File: config.mk
export PLATFORM = sky130hd
export DESIGN_NAME = obstacle_scheduler
export DESIGN_NICKNAME = d
export VERILOG_FILES = /design/src/rtl/obstacle_scheduler.sv
export SDC_FILE = /design/constraint.sdc
export NUM_CORES = 1
export LEC_CHECK = 0
export ABC_AREA = 1
export ABC_CLOCK_PERIOD_IN_PS = 3200
export CORE_ASPECT_RATIO = 2
export CORE_MARGIN = 8
export CORE_UTILIZATION = 53
export DETAILED_ROUTE_END_ITERATION = 16
export GPL_TIMING_DRIVEN = 0
export PLACE_DENSITY = 0.81
export SLEW_MARGIN = 20
export SYNTH_ARGS = -nofsm -noshare
export SYNTH_HDL_FRONTEND = slang
export SYNTH_SLANG_ARGS = --single-unit
File: constraint.sdc
create_clock -name clk -period 3.2 [get_ports clk]
set_clock_uncertainty 0.15 [all_clocks]
set_input_delay 0.48 -clock clk [delete_from_list [all_inputs] [get_ports clk]]
set_output_delay 0.48 -clock clk [all_outputs]
set_load 0.005 [all_outputs]
File: src/rtl/obstacle_scheduler.sv
// Purpose: spawns, scrolls and retires dino-game obstacles on each running game tick, with spacing and a speed ramp.
// Latency: one cycle; every output is a register updated on the edge that samples the tick.
// Backpressure: none; the design is paced only by the tick enable, and consumers sample the outputs each cycle.
//
// Ports:
//   clk, rst         system clock, synchronous active-high reset
//   i_game_tick      one-cycle 60 Hz tick pulse; acts only while i_run is high
//   i_run            game running; ticks are ignored when low
//   i_clear          game-start pulse, returns all state to its reset values
//   i_rng            random byte; [1:0] gates a spawn, [7:5] picks the sprite type
//   o_obs_pos        packed x-positions, channel k at [k*POS_W +: POS_W]
//   o_obs_type       packed sprite types, same packing as o_obs_pos
//   o_obs_active     per-channel valid flag
//   o_speed          current scroll speed in px/tick
//   o_spawn_pulse    high for the one cycle after a spawn
module obstacle_scheduler #(
  parameter int NUM_OBS        = 2,
  parameter int POS_W          = 9,
  parameter int TYPE_W         = 3,
  parameter int NUM_TYPES      = 5,
  parameter int SPAWN_X        = 250,
  parameter int MIN_GAP        = 64,
  parameter int SPEED_INIT     = 1,
  parameter int SPEED_MAX      = 4,
  parameter int SPEED_UP_TICKS = 600
) (
  input  logic                      clk,
  input  logic                      rst,
  input  logic                      i_game_tick,
  input  logic                      i_run,
  input  logic                      i_clear,
  input  logic [7:0]                i_rng,
  output logic [NUM_OBS*POS_W-1:0]  o_obs_pos,
  output logic [NUM_OBS*TYPE_W-1:0] o_obs_type,
  output logic [NUM_OBS-1:0]        o_obs_active,
  output logic [2:0]                o_speed,
  output logic                      o_spawn_pulse
);

  localparam int CNT_W = (SPEED_UP_TICKS > 1) ? $clog2(SPEED_UP_TICKS) : 1;

  localparam logic [POS_W-1:0] SPAWN_POS = POS_W'(SPAWN_X);
  // A surviving obstacle must be at or left of this line before a new one may appear.
  localparam logic [POS_W-1:0] GAP_LIMIT = POS_W'(SPAWN_X - MIN_GAP);
  localparam logic [CNT_W-1:0] CNT_LAST  = CNT_W'(SPEED_UP_TICKS - 1);
  localparam logic [2:0]       SPD_INIT  = 3'(SPEED_INIT);
  localparam logic [2:0]       SPD_MAX   = 3'(SPEED_MAX);
  localparam logic [3:0]       TYPES_4   = 4'(NUM_TYPES);

  // Elaboration-time guard against parameter sets the logic is not built for.
  generate
    if (NUM_OBS < 1 || NUM_OBS > 4) begin : g_bad_num_obs
      $error("obstacle_scheduler: NUM_OBS must be 1..4");
    end
    if (NUM_TYPES < 4 || NUM_TYPES > 8) begin : g_bad_num_types
      $error("obstacle_scheduler: NUM_TYPES must be 4..8");
    end
    if (SPAWN_X < MIN_GAP || SPAWN_X >= (1 << POS_W)) begin : g_bad_spawn
      $error("obstacle_scheduler: SPAWN_X must fit POS_W and be >= MIN_GAP");
    end
    if (SPEED_MAX > 7 || SPEED_INIT > SPEED_MAX) begin : g_bad_speed
      $error("obstacle_scheduler: speeds must fit 3 bits with SPEED_INIT <= SPEED_MAX");
    end
  endgenerate

  // ---------------------------------------------------------------------------
  // State
  // ---------------------------------------------------------------------------
  logic [POS_W-1:0]  r_pos    [NUM_OBS];
  logic [TYPE_W-1:0] r_type   [NUM_OBS];
  logic [NUM_OBS-1:0] r_active;
  logic [2:0]        r_speed;
  logic [CNT_W-1:0]  r_cnt;
  logic              r_spawn_pulse;

  // ---------------------------------------------------------------------------
  // Next-state terms
  // ---------------------------------------------------------------------------
  logic              w_update;
  logic [POS_W-1:0]  w_speed_ext;
  logic [NUM_OBS-1:0] w_retire;
  logic [NUM_OBS-1:0] w_mv_act;
  logic [POS_W-1:0]  w_mv_pos [NUM_OBS];
  logic              w_gap_ok;
  logic [NUM_OBS-1:0] w_cand_oh;
  logic              w_rng_gate;
  logic              w_spawn;
  logic [2:0]        w_rng_type;
  logic [2:0]        w_fold_type;
  logic [TYPE_W-1:0] w_spawn_type;
  logic              w_cnt_wrap;
  logic [2:0]        w_speed_inc;
  logic              w_unused_rng;

  assign w_update    = i_game_tick & i_run;
  assign w_speed_ext = POS_W'(r_speed);

  // Move: an obstacle that cannot scroll a full step has left the screen.
  // Checking before subtracting keeps the position from wrapping.
  always_comb begin
    w_retire = '0;
    w_mv_act = '0;
    for (int k = 0; k < NUM_OBS; k++) begin
      w_mv_pos[k] = '0;
      if (r_active[k]) begin
        if (r_pos[k] < w_speed_ext) begin
          w_retire[k] = 1'b1;
        end else begin
          w_mv_act[k] = 1'b1;
          w_mv_pos[k] = r_pos[k] - w_speed_ext;
        end
      end
    end
  end

  // Gap rule looks at post-move positions of the survivors only.
  always_comb begin
    w_gap_ok = 1'b1;
    for (int k = 0; k < NUM_OBS; k++) begin
      if (w_mv_act[k] && (w_mv_pos[k] > GAP_LIMIT)) begin
        w_gap_ok = 1'b0;
      end
    end
  end

  // Lowest clear bit of the pre-tick active vector, one-hot. Using the
  // pre-tick flags means a channel retired on this tick is never picked.
  // When every channel is active the increment wraps to 0 and no bit is set.
  assign w_cand_oh = ~r_active & (r_active + NUM_OBS'(1));

  assign w_rng_gate = (i_rng[1:0] != 2'b00);
  assign w_spawn    = w_update & (|w_cand_oh) & w_gap_ok & w_rng_gate;

  // Fold the 3-bit random type into 0..NUM_TYPES-1 with a single subtract.
  assign w_rng_type   = i_rng[7:5];
  assign w_fold_type  = ({1'b0, w_rng_type} < TYPES_4) ? w_rng_type
                                                        : 3'({1'b0, w_rng_type} - TYPES_4);
  assign w_spawn_type = TYPE_W'(w_fold_type);

  assign w_cnt_wrap  = (r_cnt == CNT_LAST);
  assign w_speed_inc = (r_speed < SPD_MAX) ? (r_speed + 3'd1) : r_speed;

  // i_rng[4:2] carry no meaning here.
  assign w_unused_rng = ^i_rng[4:2];

  // ---------------------------------------------------------------------------
  // Registers. Clear shares the reset path; a tick coinciding with clear is
  // swallowed, so no spawn pulse can follow a clear.
  // ---------------------------------------------------------------------------
  always_ff @(posedge clk) begin
    if (rst || i_clear) begin
      for (int k = 0; k < NUM_OBS; k++) begin
        r_pos[k]  <= '0;
        r_type[k] <= '0;
      end
      r_active      <= '0;
      r_speed       <= SPD_INIT;
      r_cnt         <= '0;
      r_spawn_pulse <= 1'b0;
    end else if (w_update) begin
      for (int k = 0; k < NUM_OBS; k++) begin
        if (w_spawn && w_cand_oh[k]) begin
          r_pos[k]    <= SPAWN_POS;
          r_type[k]   <= w_spawn_type;
          r_active[k] <= 1'b1;
        end else begin
          r_pos[k]    <= w_mv_pos[k];
          // Inactive channels present type 0, so a retiring channel drops its type.
          r_type[k]   <= w_mv_act[k] ? r_type[k] : '0;
          r_active[k] <= w_mv_act[k];
        end
      end
      r_spawn_pulse <= w_spawn;
      if (w_cnt_wrap) begin
        r_cnt   <= '0;
        r_speed <= w_speed_inc;
      end else begin
        r_cnt   <= r_cnt + CNT_W'(1);
      end
    end else begin
      r_spawn_pulse <= 1'b0;
    end
  end

  // ---------------------------------------------------------------------------
  // Outputs: direct register taps, packed per channel.
  // ---------------------------------------------------------------------------
  always_comb begin
    o_obs_pos  = '0;
    o_obs_type = '0;
    for (int k = 0; k < NUM_OBS; k++) begin
      o_obs_pos[k*POS_W +: POS_W]   = r_pos[k];
      o_obs_type[k*TYPE_W +: TYPE_W] = r_type[k];
    end
  end

  assign o_obs_active  = r_active;
  assign o_speed       = r_speed;
  assign o_spawn_pulse = r_spawn_pulse;

endmodule

# Yosys cells after proc, flatten, opt, wreduce, memory -nomap -nowiden
# Memories as Yosys holds them, arrays and structs flattened.
# Index checks and enable logic that the tools add are counted.
[op_classes]
n_addsub = 6
order_cmp = 6
n_eq_ne = 1
mux = 42
bitwise = 15
n_reduce_logical = 9
[op_table]
columns = ["op", "count"]
rows = [
  ["$mux 9", 8],
  ["$mux 1", 26],
  ["$mux 3", 7],
  ["$gt 9x8->1 const B", 2],
  ["$lt 9x3->1", 2],
  ["$sub 9x3->9", 2],
  ["$add 10x1->10 const B", 1],
  ["$eq 10x10->1 const B", 1],
  ["$mux 10", 1],
  ["$or 1x1->1", 8],
  ["$lt 3x3->1 const B", 2],
  ["$and 1x1->1", 4],
  ["$logic_and 1x1->1", 4],
  ["$reduce_or 2->1", 2],
  ["$add 3x1->3 const B", 1],
  ["$reduce_and 3->1", 1],
  ["$sub 3x3->3 const B", 1],
  ["$add 2x1->2 const B", 1],
  ["$and 2x2->2", 1],
  ["$not 2->2", 1],
  ["$reduce_bool 2->1", 1],
  ["$logic_or 1x1->1", 1],
  ["$not 1->1", 1],
]
[word_totals]
reg_bits = 16
mem_bits_rw = 24
input_bits = 13
out_inout_bits = 30
mem_count = 2
[memory_table]
columns = ["memory", "words", "width", "read_ports", "rd_clocked_by_memory_dff", "write_ports", "line_no", "source"]
rows = [
  ["r_pos", 2, 9, 2, 0, 2, "69", "logic [POS_W-1:0] r_pos [NUM_OBS];"],
  ["r_type", 2, 3, 2, 0, 2, "70", "logic [TYPE_W-1:0] r_type [NUM_OBS];"],
]

# Depth between registers and ports, before layout
# An unclocked memory read counts as a cell.
[logic_depth]
ltp_word = 17
depth_mapped = 16

# Worst setup path after synthesis
# No wires, ideal clock.
[synth_timing]
path_kind = "register to register"
from = "memory r_pos[1][0]"
to = "memory r_pos[1][1], data pin"
setup_ps = 259
arrival_time_ps = 1922
required_ps = 2791
slack_ps = 869
stages_incl_launch_ff = 17
n_path_buf = 0
period_less_slack_ps = 2331
path_cell_list = "edfxtp_1 > inv_1 > ha_1 > fa_1 > inv_1 > nand2_1 > nand2_1 > nand2_1 > nand2_1 > nand3_1 > nor2_1 > nand2_1 > nand2_1 > nand2_1 > and2_4 > nand4_4 > nand2_1"
[synth_rtl]
columns = ["item", "line_no"]
rows = [
  ["start: declaration", "69"],
]

==> results.json <==
{
  "worstRegToRegCells": 11,
  "synthAdderAreaFrac_pct": 6.11,
  "max_stage_delay_ns": 0.48,
  "synthCells": 317,
  "htree_num_levels": 2,
  "netlist_area_mm2": 0.00250,
  "fmax_ghz": 0.381,
  "hold_start": "r_cnt[9]",
  "drive_gt1_share_pct": 9.07,
  "antenna_found_initial": 0,
  "ys_ff_latch": 40,
  "hold_end": "r_cnt[9]",
  "wirelength_mm": 5.71,
  "synthSimpleGateAreaFrac_pct": 34.9,
  "cts.repair.resized": 0,
  "maxCapViolCount": 0,
  "fp.dieW_um": 64.5,
  "min_period_over_period_pct": 82.0,
  "slew_viol_final": 0,
  "synth_top_family_by_area": "simple AND/OR/NAND/NOR gates",
  "run_status": "finished, final reports clean",
  "endpoint_kind": "flip-flop",
  "critPathSlowestCell": "dfxtp_1",
  "worst_pin_slew_ns": 0.549,
  "ctsLongestPathBuffers": 2,
  "routedWlPerCell_um": 13.6,
  "drt_iter0_markers": 91,
  "drt_pass1_iterations": 5,
  "worstPathCellList": "inv_1, ha_1, a21oi_1, nand4_1, nor2_1, xor2_1, nor2_2, nand2_4, nand4_1, nand2_1, nor2_1",
  "cp.arrival_ns": 2.52,
  "nets": 387,
  "holdBufCountCts": 0,
  "layout_commonest_cell": "nand2_1",
  "path_class": "flip-flop to flip-flop",
  "placementRows": 35,
  "hp-class": "flip-flop to flip-flop",
  "final.setup.tns_ns": 0,
  "globalplace.congestion": 0.840,
  "cts_buffers": 5,
  "pre_cts_slack_ns": 0.547,
  "rsz0062_at_grt": "no",
  "power.density_mw_per_mm2": 360,
  "io-pin-count": 43,
  "area_growth_pct": 21.6,
  "viasPerCell": 5.26,
  "r2r_end": "r_pos[1][0]",
  "vias": 2202,
  "numPortBuffers": 39,
  "irDropWorstVdd_mv": 0.291,
  "die_area_mm2": 0.00730,
  "r2r_start": "o_speed[1]",
  "critPathMaxFanout": 5,
  "finalHoldViolCount": 0,
  "initial_utilization_pct": 54.8,
  "track_usage_pct": 16.2,
  "synth_edf_count": 24,
  "synthXorXnorAreaFrac_pct": 3.51,
  "avgSynthCellArea_um2": 7.88,
  "ys_async_sr_fraction_pct": 0,
  "cts.sinks": 40,
  "fp.coreArea_mm2": 0.00455,
  "relSlewSlack_pct": 63.0,
  "final_cell_mix": "nand2_1 (65), nor2_1 (45), inv_1 (44), clkdlybuf4s50_1 (39), nand3_1 (25)",
  "fin_ws_ns": 0.575,
  "cp.required_ns": 3.10,
  "clk_latency_ns": 0.29,
  "overflow": 0,
  "ys.warnings.count": 0,
  "synth-compound-area-share_pct": 5.91,
  "grt_pass1_wl_mm": 9.43,
  "synth_fp_nets": 341,
  "post_cts_buffers": 0,
  "drc": 0,
  "start_kind": "flip-flop",
  "dp_hpwl_mm": 4.54,
  "synthFlopType": "edfxtp_1",
  "antenna_cells": 0,
  "yosysSeqAreaShare_pct": 41.7,
  "clockRootBuffer": "clkbuf_8",
  "period_minus_slack_ns": 2.63,
  "synthMuxAreaShare_pct": 0,
  "cts_tree": "yes",
  "detail-route-antenna-nets": 0,
  "setup-violations-final": 0,
  "rrSetupSlack_ns": 0.57,
  "p_leak_nw": 1.30,
  "fin_util_pct": 66.7,
  "grt_pass1_vias": 2132,
  "grt_max_degree": 13,
  "clkTransAtPathRegs_ns": 0.07,
  "fp.dieH_um": 113,
  "ys_types": 32,
  "holdPathStages": 2
}
[worst max path at each step]
stage / startpoint / to / slack (ns)
floorplan: r_pos[1][0] / r_pos[1][1] / 0.87
global placement: i_game_tick / r_pos[1][5] / 0.59
detailed placement: i_run / r_pos[1][5] / 0.55
CTS: o_speed[1] / r_pos[1][6] / 0.55
global route: o_speed[1] / r_pos[1][0] / 0.40
finish: o_speed[1] / r_pos[1][0] / 0.57
[critical path, delay by kind of cell, from the launching register on]
kind | cells | cell delay, ns
simple gates | 7 | 0.85
buf+inv | 1 | 0.18
xor+xnor | 1 | 0.19
compound gates | 1 | 0.28
flops | 1 | 0.48
fa+ha+maj | 1 | 0.24
[stage by stage]
stage	total power, mW	cells	hold WS (ns)	area (um2)
global placement	0.782	411	0.315	2960
CTS	1.10	419	0.331	3040
floorplan	0.713	317	0.302	2500
detailed placement	0.786	411	0.320	2960
finish	1.09	419	0.329	3040
global route	1.15	419	0.365	3040
[metal layers]
layer  vias up  part of all wire (%)  GRT usage, %
met3        11                   4.6          3.96
met5         -                     0             0
met2        62                    56          30.6
met1      1009                    37          15.1
met4         0                   2.4          8.06
li1       1120                     -             -
[power by group]
group          switching [mW]  internal (mW)  leakage, nW
clock network           0.168          0.152       0.0399
logic                   0.116         0.0851        0.858
registers              0.0124          0.561        0.402
total                   0.296          0.798         1.30
[kinds of logic after synthesis]
kind of cell / Yosys count
AO/OA/AOI/OAI: 29
buffers and inverters: 51
AND/OR/NAND/NOR: 176
flip-flops: 40
adder cells (fa/ha/maj): 11
XOR/XNOR: 10
[flip-flops by register name, indices dropped and copies added (netlist names)]
| register | cells |
|---|---|
| o_speed | 3 |
| r_cnt | 10 |
| r_pos | 18 |
| r_type | 6 |
| o_spawn_pulse | 1 |
| o_obs_active | 2 |
[synth_stat cells (2+ instances only)]
| library cell | number | area, um2 |
|---|---|---|
| o21ai_0 | 13 | 65.1 |
| buf_2 | 2 | 10.0 |
| dfxtp_1 | 16 | 320 |
| inv_1 | 44 | 165 |
| nor2_1 | 45 | 169 |
| ha_1 | 9 | 113 |
| nand4_4 | 2 | 42.5 |
| nor3b_1 | 2 | 15.0 |
| nand2_1 | 65 | 244 |
| xor2_1 | 9 | 78.8 |
| nand2_4 | 3 | 33.8 |
| inv_2 | 3 | 11.3 |
| nand2_2 | 3 | 18.8 |
| a21oi_1 | 15 | 75.1 |
| nor3_1 | 5 | 25.0 |
| edfxtp_1 | 24 | 721 |
| nand4_1 | 10 | 62.6 |
| fa_1 | 2 | 40.0 |
| nor2_2 | 8 | 50.1 |
| nand3_1 | 25 | 125 |
[cell type report]
class,instances,area (um2)
Clock buffer,7,76.3
Fill cell,408,1520
Buffer,3,13.8
Clock inverter,1,3.75
Sequential cell,40,1040
Timing Repair Buffer,39,390
Multi-Input combinational cell,226,1260
Inverter,48,183
Tap cell,55,68.8
Note: power is estimated with default switching activity, not from simulation.
